**src/rtl/subband_pkg.sv**
```systemverilog
// Shared constants and state type for the subband synthesis combiner.
// Formats: band samples sfix33_En32, gains sfix16_En14, output sfix13_En12.
package subband_pkg;

  localparam int NUM_BANDS = 16;
  localparam int IN_W      = 33;
  localparam int GAIN_W    = 16;
  localparam int OUT_W     = 13;
  localparam int ACC_W     = 53;

  localparam int     UNITY_GAIN  = 16384;
  localparam longint ROUND_CONST = 64'sd8589934592;
  localparam int     SHIFT       = 34;
  localparam int     OUT_MAX     = 4095;
  localparam int     OUT_MIN     = -4096;

  typedef enum logic [1:0] {
    IDLE = 2'd0,
    MAC  = 2'd1,
    OUT  = 2'd2
  } state_t;

endpackage

```
**src/rtl/combiner_round_sat.sv**
```systemverilog
// Round-half-up and saturate an En46 accumulator down to an sfix13_En12 sample.
// Purely combinational so it can sit on any bank output.
module combiner_round_sat
  import subband_pkg::*;
(
  input  logic signed [ACC_W-1:0] acc_in,
  output logic signed [OUT_W-1:0] sample_out
);

  logic signed [ACC_W:0] rounded;
  logic signed [ACC_W:0] shifted;

  // One extra bit of headroom so the rounding add can never wrap.
  always_comb begin
    rounded = $signed({acc_in[ACC_W-1], acc_in}) + $signed((ACC_W+1)'(ROUND_CONST));
    shifted = rounded >>> SHIFT;
    if (shifted > OUT_MAX) begin
      sample_out = OUT_W'(OUT_MAX);
    end else if (shifted < OUT_MIN) begin
      sample_out = OUT_W'(OUT_MIN);
    end else begin
      sample_out = shifted[OUT_W-1:0];
    end
  end

endmodule

```
**src/rtl/subband_combiner.sv**
```systemverilog
// Reconstructs one full-band sample from a frame of 16 subband samples by
// serially multiplying each band by its programmable gain and accumulating.
module subband_combiner
  import subband_pkg::*;
(
  input  logic                          clock,
  input  logic                          reset,
  input  logic                          clk_enable,
  input  logic [NUM_BANDS*IN_W-1:0]     band_in,
  input  logic                          in_valid,
  output logic                          in_ready,
  input  logic                          gain_we,
  input  logic [3:0]                    gain_addr,
  input  logic signed [GAIN_W-1:0]      gain_data,
  output logic signed [OUT_W-1:0]       out_sample,
  output logic                          out_valid
);

  state_t                       state_q, state_d;
  logic [3:0]                   phase_q, phase_d;
  logic signed [ACC_W-1:0]      acc_q, acc_d;
  logic [NUM_BANDS*IN_W-1:0]    frame_q, frame_d;
  logic signed [GAIN_W-1:0]     gain_q [NUM_BANDS];
  logic signed [GAIN_W-1:0]     gain_d [NUM_BANDS];
  logic                         pend_valid_q, pend_valid_d;
  logic [3:0]                   pend_addr_q, pend_addr_d;
  logic signed [GAIN_W-1:0]     pend_data_q, pend_data_d;
  logic signed [OUT_W-1:0]      out_sample_q, out_sample_d;
  logic                         out_valid_q, out_valid_d;

  logic signed [IN_W-1:0]        band_sel;
  logic signed [IN_W+GAIN_W-1:0] product;
  logic signed [ACC_W-1:0]       acc_sum;
  logic signed [OUT_W-1:0]       rounded_sample;

  combiner_round_sat u_round_sat (
    .acc_in     (acc_sum),
    .sample_out (rounded_sample)
  );

  // The result is registered on the edge that adds the last band, so the
  // sample and its valid pulse are visible throughout the OUT cycle.
  always_comb begin
    state_d      = state_q;
    phase_d      = phase_q;
    acc_d        = acc_q;
    frame_d      = frame_q;
    gain_d       = gain_q;
    pend_valid_d = pend_valid_q;
    pend_addr_d  = pend_addr_q;
    pend_data_d  = pend_data_q;
    out_sample_d = out_sample_q;
    out_valid_d  = out_valid_q;

    in_ready = (state_q == IDLE);
    band_sel = frame_q[phase_q*IN_W +: IN_W];
    product  = band_sel * gain_q[phase_q];
    acc_sum  = acc_q + ACC_W'(product);

    if (clk_enable) begin
      out_valid_d = 1'b0;
      unique case (state_q)
        IDLE: begin
          if (gain_we) begin
            gain_d[gain_addr] = gain_data;
          end
          if (in_valid) begin
            frame_d = band_in;
            acc_d   = '0;
            phase_d = '0;
            state_d = MAC;
          end
        end
        MAC: begin
          acc_d   = acc_sum;
          phase_d = phase_q + 4'd1;
          if (gain_we) begin
            pend_valid_d = 1'b1;
            pend_addr_d  = gain_addr;
            pend_data_d  = gain_data;
          end
          if (phase_q == 4'(NUM_BANDS-1)) begin
            out_sample_d = rounded_sample;
            out_valid_d  = 1'b1;
            state_d      = OUT;
          end
        end
        OUT: begin
          // A write in this cycle is the newest pending write, so it wins.
          if (gain_we) begin
            gain_d[gain_addr] = gain_data;
          end else if (pend_valid_q) begin
            gain_d[pend_addr_q] = pend_data_q;
          end
          pend_valid_d = 1'b0;
          state_d      = IDLE;
        end
        default: state_d = IDLE;
      endcase
    end
  end

  always_ff @(posedge clock or negedge reset) begin
    if (!reset) begin
      state_q      <= IDLE;
      phase_q      <= '0;
      acc_q        <= '0;
      frame_q      <= '0;
      pend_valid_q <= 1'b0;
      pend_addr_q  <= '0;
      pend_data_q  <= '0;
      out_sample_q <= '0;
      out_valid_q  <= 1'b0;
      for (int i = 0; i < NUM_BANDS; i++) begin
        gain_q[i] <= GAIN_W'(UNITY_GAIN);
      end
    end else begin
      state_q      <= state_d;
      phase_q      <= phase_d;
      acc_q        <= acc_d;
      frame_q      <= frame_d;
      pend_valid_q <= pend_valid_d;
      pend_addr_q  <= pend_addr_d;
      pend_data_q  <= pend_data_d;
      out_sample_q <= out_sample_d;
      out_valid_q  <= out_valid_d;
      for (int i = 0; i < NUM_BANDS; i++) begin
        gain_q[i] <= gain_d[i];
      end
    end
  end

  assign out_sample = out_sample_q;
  assign out_valid  = out_valid_q;

endmodule

```
**config.mk**
```make
export PLATFORM = sky130hd
export DESIGN_NAME = subband_combiner
export DESIGN_NICKNAME = d
export VERILOG_FILES = /design/src/rtl/subband_pkg.sv /design/src/rtl/combiner_round_sat.sv /design/src/rtl/subband_combiner.sv
export SDC_FILE = /design/constraint.sdc
export NUM_CORES = 2
export LEC_CHECK = 0
export BUFFER_PORTS_ARGS = -buffer_cell sky130_fd_sc_hd__buf_2
export CAP_MARGIN = 20
export CORE_UTILIZATION = 55
export CTS_CLUSTER_DIAMETER = 200
export DETAILED_ROUTE_END_ITERATION = 16
export PLACE_DENSITY = 0.75
export RECOVER_POWER = 25
export SLEW_MARGIN = 40
export SYNTH_ARGS = -nofsm -noshare
export SYNTH_HDL_FRONTEND = slang
export SYNTH_HIERARCHICAL = 1
export SYNTH_SLANG_ARGS = --single-unit
```
**constraint.sdc**
```tcl
create_clock -name clock -period 13.3 [get_ports clock]
set_input_delay 0.665 -clock clock [delete_from_list [all_inputs] [get_ports clock]]
set_output_delay 0.665 -clock clock [all_outputs]
set_load 0.02 [all_outputs]
```
==> impl_metrics.ini <==
[global_route]
gr-total-overflow = 0
globalRouteTotalUtil_pct = 35.2
grt_pass1_vias = 46500
grt_pass1_wl_mm = 292
antenna_found_initial = 51
grt_max_degree = 171

[setup_path]
endpoint_kind = flip-flop
r2r_cells = 33
r2r-end = out_sample[9]
worstSetupStartpointType = flip-flop
path_buf_inv = 6
cp_top_family = adder cells
worstPathMaxFanout = 39
worstSetupPathType = reg -> reg
cp_common_cell = fa_1
arrival_ps = 12140
required_ps = 13870
cpPeakStageDelay_ps = 700
r2r_setup_slack_ps = 1730
r2r_start = phase_q[2]
crit_slowest_cell = nor2b_4

[timing]
clock_skew_ps = 81.7
worst_pin_slew_ps = 5710
setup_tns_ps = 0
drv_slew = 382
finalHoldViolations = 0
fmax_mhz = 86.4
fin_crit_ps = 11570
whs_ps = 156
slew_headroom_pct = -281
rsz0062_at_grt = false
finalSetupViolCount = 0
finalCritPeriodShare_pct = 87.0

[layout]
area_growth_pct = 12.6
nets = 7122
fill_cells = 8600
drive_above_1_share_pct = 27.2

[drt]
vias_per_cell = 6.07
drtAntennaViolNets = 0
drt_iter0_markers = 4513
dr.pass1.iters = 6
via_count = 44800
wl_mm = 193
drt-wirelength-per-cell_um = 26.1
drcViolationCount = 0

[clocking]
hold_buffers = 0
cts_buffer_depth = 3
postCtsResizedCells = 0
clkTransAtPathRegs_ps = 60
h-tree-depth = 3
clk_latency_ps = 740
cts_setup_buffers = 0
cts_tree = built
cts-root-buf = clkbuf_16
clkSinkCount = 878
cts_buffers = 96

[placed_design]
hpwl_mm = 145
port_buffers = 567
place.gp.congestion = 0.995

[logic_synthesis]
syn_area_per_cell_um2 = 11.1
syn_nets = 6702
syn_inst = 5437
yosys_warnings = 6
synthesis.area_mm2 = 0.0605

[die]
die_y_um = 334
fp-row-count = 121
die_area_mm2 = 0.111
die_x_um = 334
core_mm2 = 0.109
start_util_pct = 55.5
io_pins = 568

[min_path]
holdPathEnd = frame_q[298]
hold_depth = 2
worstHoldStart = band_in[298]
hold_class = in -> reg

[outcome]
violations = capacitance limit, slew limit
outcome = finished, violations left

[job]
drv_cap = 6
## layout make-up
type | instances | area, µm² | area share, %
sequential | 878 | 22000 | 32.3
clock buffer | 142 | 2830 | 4.15
multi-input combinational | 3572 | 34900 | 51.2
antenna | 28 | 70.1 | 0.103
clock inverter | 33 | 463 | 0.680
inverter | 649 | 2440 | 3.58
tap | 1414 | 1770 | 2.60
timing repair buffer | 660 | 3690 | 5.41
## layout by cell type, fill, tap and decap left out, drive strengths merged, types with 23 or more instances in the layout
master and count:
a221oi 51, a22o 49, inv 657, a21o 23, fa 569, nand3 39
a22oi 51, mux4 98, a21oi 341, nand2 466, buf 638, o22ai 52
dfrtp 862, mux2i 165, clkbuf 163, mux2 597, xnor2 42, o21ai 212
and2 209, diode 28, xor2 29, nor2 260, ha 143
## registers in the layout (all words and copies together), names as in the netlist
signal	cells
pend_addr_q	4
out_sample	13
pend_valid_q	1
acc_q	53
out_valid	1
frame_q	528
state_q	2
gain_q	256
phase_q	4
pend_data_q	16
## stage by stage
| step | area (µm²) | worst slack (ps) | cells | utilization [%] |
|---|---|---|---|---|
| 6_report | 68100 | 1730 | 7376 | 62.5 |
| 5_1_grt | 68100 | 1290 | 7369 | 62.5 |
| 4_1_cts | 68000 | 1960 | 7341 | 62.4 |
| 3_5_place_dp | 64700 | 2030 | 7166 | 59.4 |
| 3_3_place_gp | 64400 | 1800 | 7154 | 59.1 |
| 2_1_floorplan | 60500 | 4120 | 5437 | - |
## worst max-delay path by stage
| stage | cells after the start | slack [ps] | from | to |
|---|---|---|---|---|
| floorplan | 37 | 4120 | phase_q[0] | out_sample[3] |
| global placement | 35 | 1800 | phase_q[0] | out_sample[4] |
| detailed placement | 34 | 2030 | phase_q[0] | out_sample[1] |
| CTS | 34 | 1960 | phase_q[0] | out_sample[9] |
| global route | 35 | 1290 | phase_q[0] | out_sample[9] |
| finish | 33 | 1730 | phase_q[2] | out_sample[9] |
## per-layer routing
layer	vias up	GRT usage, %	share of wire [%]
met5	-	0	0.13
met4	40	17.6	5.9
met3	510	10.4	11
met2	2445	53.3	45
met1	22800	46.3	39
li1	19000	-	-
Power is not shown: default switching activity piles up to over one toggle a cycle in this logic, so the estimate is an artifact.
